**src/rtl/imm_gen_pkg.sv**
```systemverilog
// Shared constants for the decode-stage immediate generator: RV base
// opcodes, funct3 codes for OP-IMM shifts and the instruction format code.
package imm_gen_pkg;

  localparam logic [6:0] OPC_LOAD    = 7'b0000011;
  localparam logic [6:0] OPC_OPIMM   = 7'b0010011;
  localparam logic [6:0] OPC_OPIMM32 = 7'b0011011;
  localparam logic [6:0] OPC_JALR    = 7'b1100111;
  localparam logic [6:0] OPC_SYSTEM  = 7'b1110011;
  localparam logic [6:0] OPC_STORE   = 7'b0100011;
  localparam logic [6:0] OPC_BRANCH  = 7'b1100011;
  localparam logic [6:0] OPC_LUI     = 7'b0110111;
  localparam logic [6:0] OPC_AUIPC   = 7'b0010111;
  localparam logic [6:0] OPC_JAL     = 7'b1101111;
  localparam logic [6:0] OPC_OP      = 7'b0110011;

  // funct3 values of the OP-IMM shift instructions (slli, srli/srai)
  localparam logic [2:0] F3_SLL = 3'b001;
  localparam logic [2:0] F3_SR  = 3'b101;

  typedef enum logic [2:0] {
    FMT_NONE = 3'd0,
    FMT_I    = 3'd1,
    FMT_S    = 3'd2,
    FMT_B    = 3'd3,
    FMT_U    = 3'd4,
    FMT_J    = 3'd5
  } fmt_e;

endpackage

```
**src/rtl/imm_gen_pipe_decode.sv**
```systemverilog
// Combinational immediate decoder: classifies the instruction format,
// builds the sign-extended immediate and flags unsupported encodings.
module imm_decode
  import imm_gen_pkg::*;
#(
  parameter int XLEN       = 32,
  parameter bit SHAMT_ZEXT = 1'b0
) (
  input  logic [31:0]     instr_i,
  output logic [XLEN-1:0] imm_o,
  output logic [2:0]      fmt_o,
  output logic            illegal_o
);

  logic [6:0]      opcode;
  logic [2:0]      funct3;
  logic [31:0]     imm_i32;
  logic [31:0]     imm_s32;
  logic [31:0]     imm_b32;
  logic [31:0]     imm_u32;
  logic [31:0]     imm_j32;
  logic [31:0]     shamt32;
  logic [31:0]     imm32;
  logic            zext_sel;
  fmt_e            fmt;
  logic [XLEN-1:0] imm_sext;
  logic [XLEN-1:0] imm_zext;

  assign opcode = instr_i[6:0];
  assign funct3 = instr_i[14:12];

  // All formats are first built as 32-bit signed values, then widened once.
  assign imm_i32 = {{20{instr_i[31]}}, instr_i[31:20]};
  assign imm_s32 = {{20{instr_i[31]}}, instr_i[31:25], instr_i[11:7]};
  assign imm_b32 = {{19{instr_i[31]}}, instr_i[31], instr_i[7],
                    instr_i[30:25], instr_i[11:8], 1'b0};
  assign imm_u32 = {instr_i[31:12], 12'b0};
  assign imm_j32 = {{11{instr_i[31]}}, instr_i[31], instr_i[19:12],
                    instr_i[20], instr_i[30:21], 1'b0};

  // RV64 shifts use a 6-bit shamt, RV32 a 5-bit one.
  assign shamt32 = (XLEN == 64) ? {26'b0, instr_i[25:20]}
                                : {27'b0, instr_i[24:20]};

  // Opcode to format/immediate selection; unknown opcodes are illegal.
  always_comb begin
    fmt       = FMT_NONE;
    imm32     = 32'b0;
    zext_sel  = 1'b0;
    illegal_o = 1'b0;
    case (opcode)
      OPC_LOAD, OPC_JALR, OPC_SYSTEM: begin
        fmt   = FMT_I;
        imm32 = imm_i32;
      end
      OPC_OPIMM: begin
        fmt   = FMT_I;
        imm32 = imm_i32;
        if (SHAMT_ZEXT && ((funct3 == F3_SLL) || (funct3 == F3_SR))) begin
          zext_sel = 1'b1;
        end
      end
      OPC_OPIMM32: begin
        if (XLEN == 64) begin
          fmt   = FMT_I;
          imm32 = imm_i32;
        end else begin
          illegal_o = 1'b1;
        end
      end
      OPC_STORE: begin
        fmt   = FMT_S;
        imm32 = imm_s32;
      end
      OPC_BRANCH: begin
        fmt   = FMT_B;
        imm32 = imm_b32;
      end
      OPC_LUI, OPC_AUIPC: begin
        fmt   = FMT_U;
        imm32 = imm_u32;
      end
      OPC_JAL: begin
        fmt   = FMT_J;
        imm32 = imm_j32;
      end
      OPC_OP: begin
        fmt   = FMT_NONE;
        imm32 = 32'b0;
      end
      default: begin
        illegal_o = 1'b1;
      end
    endcase
  end

  // Widen to XLEN: sign extension for immediates, zero extension for shamt.
  generate
    if (XLEN == 64) begin : g_x64
      assign imm_sext = {{32{imm32[31]}}, imm32};
      assign imm_zext = {32'b0, shamt32};
    end else begin : g_x32
      assign imm_sext = imm32;
      assign imm_zext = shamt32;
    end
  endgenerate

  assign imm_o = zext_sel ? imm_zext : imm_sext;
  assign fmt_o = fmt;

endmodule

```
**src/rtl/imm_gen_pipe.sv**
```systemverilog
// Decode-stage immediate generator behind a 2-entry skid buffer.
// Handshake: a transfer happens on a rising edge where valid and ready are
// both high; in_ready is a flop, so no combinational path runs from
// out_ready to in_ready, and out_* hold stable while out_valid & ~out_ready.
module imm_gen_pipe
  import imm_gen_pkg::*;
#(
  parameter int XLEN       = 32,
  parameter int TAG_W      = 8,
  parameter bit SHAMT_ZEXT = 1'b0
) (
  input  logic             clk,
  input  logic             reset,
  input  logic             flush,
  input  logic             in_valid,
  output logic             in_ready,
  input  logic [31:0]      in_instr,
  input  logic [TAG_W-1:0] in_tag,
  output logic             out_valid,
  input  logic             out_ready,
  output logic [XLEN-1:0]  out_imm,
  output logic [2:0]       out_fmt,
  output logic             out_illegal,
  output logic [TAG_W-1:0] out_tag
);

  typedef struct packed {
    logic [XLEN-1:0]  imm;
    logic [2:0]       fmt;
    logic             ill;
    logic [TAG_W-1:0] tag;
  } entry_t;

  entry_t          new_entry;
  entry_t          out_q, out_d;
  entry_t          skid_q, skid_d;
  logic            out_valid_q, out_valid_d;
  logic            skid_valid_q, skid_valid_d;
  logic            in_ready_q, in_ready_d;
  logic            in_fire;
  logic            out_fire;
  logic [XLEN-1:0] dec_imm;
  logic [2:0]      dec_fmt;
  logic            dec_ill;

  imm_decode #(
    .XLEN       (XLEN),
    .SHAMT_ZEXT (SHAMT_ZEXT)
  ) u_decode (
    .instr_i   (in_instr),
    .imm_o     (dec_imm),
    .fmt_o     (dec_fmt),
    .illegal_o (dec_ill)
  );

  assign new_entry = '{imm: dec_imm, fmt: dec_fmt, ill: dec_ill, tag: in_tag};
  assign in_fire   = in_valid & in_ready_q;
  assign out_fire  = out_valid_q & out_ready;

  // Next-state of the two entries; the skid only fills while the output
  // entry is stalled, and in_ready is low whenever the skid is occupied.
  always_comb begin
    out_valid_d  = out_valid_q;
    out_d        = out_q;
    skid_valid_d = skid_valid_q;
    skid_d       = skid_q;
    if (flush) begin
      out_valid_d  = 1'b0;
      skid_valid_d = 1'b0;
    end else if (skid_valid_q) begin
      if (out_fire) begin
        out_d        = skid_q;
        skid_valid_d = 1'b0;
      end
    end else if (out_valid_q) begin
      if (out_fire && in_fire) begin
        out_d = new_entry;
      end else if (out_fire) begin
        out_valid_d = 1'b0;
      end else if (in_fire) begin
        skid_d       = new_entry;
        skid_valid_d = 1'b1;
      end
    end else if (in_fire) begin
      out_d       = new_entry;
      out_valid_d = 1'b1;
    end
    in_ready_d = ~skid_valid_d;
  end

  // State registers; reset also clears the data fields, flush does not.
  always_ff @(posedge clk) begin
    if (reset) begin
      out_valid_q  <= 1'b0;
      skid_valid_q <= 1'b0;
      in_ready_q   <= 1'b1;
      out_q        <= '0;
      skid_q       <= '0;
    end else begin
      out_valid_q  <= out_valid_d;
      skid_valid_q <= skid_valid_d;
      in_ready_q   <= in_ready_d;
      out_q        <= out_d;
      skid_q       <= skid_d;
    end
  end

  assign in_ready    = in_ready_q;
  assign out_valid   = out_valid_q;
  assign out_imm     = out_q.imm;
  assign out_fmt     = out_q.fmt;
  assign out_illegal = out_q.ill;
  assign out_tag     = out_q.tag;

endmodule

```
**config.mk**
```make
export PLATFORM = sky130hd
export DESIGN_NAME = imm_gen_pipe
export DESIGN_NICKNAME = d
export VERILOG_FILES = /design/src/rtl/imm_gen_pkg.sv /design/src/rtl/imm_gen_pipe_decode.sv /design/src/rtl/imm_gen_pipe.sv
export SDC_FILE = /design/constraint.sdc
export NUM_CORES = 1
export LEC_CHECK = 0
export BUFFER_PORTS_ARGS = -buffer_cell sky130_fd_sc_hd__buf_4
export CORE_MARGIN = 1.5
export CORE_UTILIZATION = 47
export DETAILED_ROUTE_END_ITERATION = 10
export PLACE_DENSITY = 0.73
export SETUP_SLACK_MARGIN = 0.05
export SLEW_MARGIN = 20
export SYNTH_ARGS = -nofsm -noshare
export SYNTH_HDL_FRONTEND = slang
export SYNTH_SLANG_ARGS = --single-unit
```
**constraint.sdc**
```tcl
create_clock -name clk -period 2.05 [get_ports clk]
set_input_delay 0.41 -clock clk [delete_from_list [all_inputs] [get_ports clk]]
set_output_delay 0.41 -clock clk [all_outputs]
set_load 0.1 [all_outputs]
```
==> reports/metrics.cfg <==
[layout]
n_antenna_cell=0
syn_to_final_growth_pct=23.7
final_nets=590
final_cell_area_mm2=0.00496
drive_gt1_share_pct=23.3

[global_routing]
met2_usage_pct=32.7
grt_pass1_vias=3207
busiest_layer=met1
grt_max_degree=74
grt_usage_pct=22.7
use_met1_pct=33.5
antenna_found_initial=0
use_met3_pct=5.58
grt_pass1_wl_um=16100
overflow=0

[clock_network]
cts_hold_buf=0
cts_sinks=91
cts_resized=0
tritoncts=done
clockBufferDepth=2
path_clk_slew_ps=100
numCtsBuffers=9
htreeDepth=3
cts_setup_buffers=0
clockRootBuffer=clkbuf_8
clkLatencyLatePin_ps=350

[timing]
rsz0062_at_grt=false
hold_slack_ps=289
fin_skew_ps=10.3
drv_slew=0
finalCriticalPeriod_ps=1870
hold_viol_final=0
finalSetupViolCount=0
max_freq_mhz=533
worstMarginPinSlew_ps=733
slew_headroom_pct=51.0
setup_ws_ps=175
min_period_over_period_pct=91.4

[route]
dr_total_vias=3588
firstDrtPassIters=4
drc_errors=0
drt-initial-drc-count=206
ant_nets=0
vias_per_cell=5.49
wl_um=9830
routedWlPerCell_um=15.0

[floorplanning]
die_h_um=95.4
dieArea_mm2=0.00909
pin_count=91
core_area_mm2=0.00826
initial_core_util_pct=48.5
dieWidth_um=95.4
rows=33

[logic_synthesis]
synth_top_family_by_area=compound AO/OA/AOI/OAI gates
synth_ff_type=dfxtp_1
ys_async_sr_fraction_pct=0
avgSynthCellArea_um2=8.49
synth_edf_count=0
ys_seq_elements=91
syn-cell-area_mm2=0.00401
synthAdderAreaFrac_pct=0
syn-num-nets=517
synth.area.mux_share_pct=2.75
ys_seq_area_share_pct=45.4
synth_xor_area_share_pct=0.218
syn_inst=472
synthSimpleGateAreaFrac_pct=22.4
synth-compound-area-share_pct=23.5
ys_warn_count=0
yosys.cell_types.count=46

[worst_setup_path]
reg2reg_slack_ps=180
crit_type=reg -> reg
slowest_stage=nor2_1
arrival_ps=2070
r2r_cells=4
path_cells=nand3b_4 -> or3_1 -> nor2_1 -> a211oi_1
end_kind=register
worstReg2RegEnd=skid_q[41]$_SDFFE_PP0P_
cp.required_ps=2240
critPathMaxFanout=11
max_stage_delay_ps=590
startpoint=skid_valid_q$_SDFF_PP0_
timing.rr.start=skid_valid_q$_SDFF_PP0_
cp-start-kind=register

[power]
p_leak_nw=1.81
ir_worst_vdd_uv=356
p_total_w=0.00391
powerDensity_mw_per_mm2=789

[place]
dp_hpwl_um=6620
place_area_mm2=0.00477
port_buffers=90
gp_congestion=0.866
pre_cts_slack_ps=-4.58

[job]
maxCapViolCount=0

[status]
outcome=finished, final reports clean

[min_path]
holdPathStages=2
holdPathEnd=skid_q[17]$_SDFFE_PP0P_
hp-start=in_instr[25]
hp-class=in -> reg

==> worst max path at each step <==
stage               slack, ps                 endpoint
floorplan                 150  skid_q[42]$_SDFFE_PP0P_
global placement           90  skid_q[37]$_SDFFE_PP0P_
detailed placement         -5  skid_q[42]$_SDFFE_PP0P_
CTS                       130  skid_q[42]$_SDFFE_PP0P_
global route               60  skid_q[36]$_SDFFE_PP0P_
finish                    180  skid_q[41]$_SDFFE_PP0P_
==> worst max-delay path: cells and delay by family (launching register included) <==
kind             cells  cell delay [ps]
AO/OA/AOI/OAI        1              170
flip-flops           1              340
AND/OR/NAND/NOR      3             1190
==> stage by stage <==
step           cells  util, %  setup TNS (ps)
6_report         654     60.1               0
5_1_grt          654     60.1               0
4_1_cts          654     60.1               0
3_5_place_dp     639     57.8           -4.58
3_3_place_gp     639     57.8               0
2_1_floorplan    472        -               0
==> area by class of cell <==
class                   instances  area, um^2
multi-input cells             330        1970
clock inverters                 6        65.1
repair buffers                103         811
well taps                     105         131
clock buffers                   9         124
fillers                       782        3300
flip-flops and latches         91        1830
inverters                      10        37.5
==> power by group <==
group	internal, W	switching, W	total (W)
clock	0.000562	0.000651	0.00121
sequential	0.00183	0.0000337	0.00186
combinational	0.000222	0.000614	0.000835
total	0.00261	0.00130	0.00391
==> routing by layer <==
metal	routed length [um]	vias to the layer above
li1	-	1837
met1	4900	1642
met2	4190	103
met3	660	6
met4	83	0
met5	0	-
==> sequential cells by signal, summed over array words and instances (netlist names) <==
signal / flops
skid_valid_q: 1
in_ready: 1
skid_q: 44
out_imm: 32
out_illegal: 1
out_tag: 8
out_fmt: 3
out_valid: 1
==> cell usage after synthesis, types with 2 or more instances <==
cell type	count	area, um^2
and2_1	2	12.5
nand2_1	56	210
a22o_1	6	52.6
nor2_1	57	214
o211ai_1	4	30.0
or3_1	2	12.5
dfxtp_1	91	1820
nor2_2	2	12.5
and3b_1	2	17.5
and4b_1	2	20.0
a211oi_1	57	428
mux2i_1	11	110
buf_2	20	100
nand4b_1	2	17.5
clkbuf_1	18	67.6
o21ai_1	9	45.0
nor3b_1	2	15.0
nor4_1	2	12.5
nor2b_1	2	12.5
nand2b_1	4	25.0
a21oi_1	24	120
nand3_1	5	25.0
inv_1	10	37.5
a221oi_1	6	52.6
and3_1	2	12.5
nand3b_1	22	165
o21ai_0	24	120
nor3_1	10	50.1
==> cells by family after synthesis <==
family	after synthesis
and+or+nand+nor	179
AOI/OAI and AO/OA	139
DFF	91
buffers and inverters	51
muxes	11
xor gates and xnor gates	1
==> layout by cell type, fill, tap and decap left out, types with 3 or more instances in the layout <==
| cell | count |
|---|---|
| inv_1 | 10 |
| dfxtp_1 | 88 |
| buf_4 | 100 |
| o211ai_1 | 4 |
| nand2_1 | 56 |
| o21ai_0 | 24 |
| o21ai_1 | 9 |
| a221oi_1 | 6 |
| nand3_1 | 5 |
| mux2i_1 | 11 |
| nor2_1 | 57 |
| nand3b_1 | 22 |
| nand2b_1 | 4 |
| a21oi_1 | 24 |
| dfxtp_2 | 3 |
| a22o_1 | 6 |
| buf_12 | 3 |
| a211oi_1 | 57 |
| clkbuf_8 | 9 |
| nor3_1 | 10 |
No activity file was read; power rests on OpenSTA's default activity.
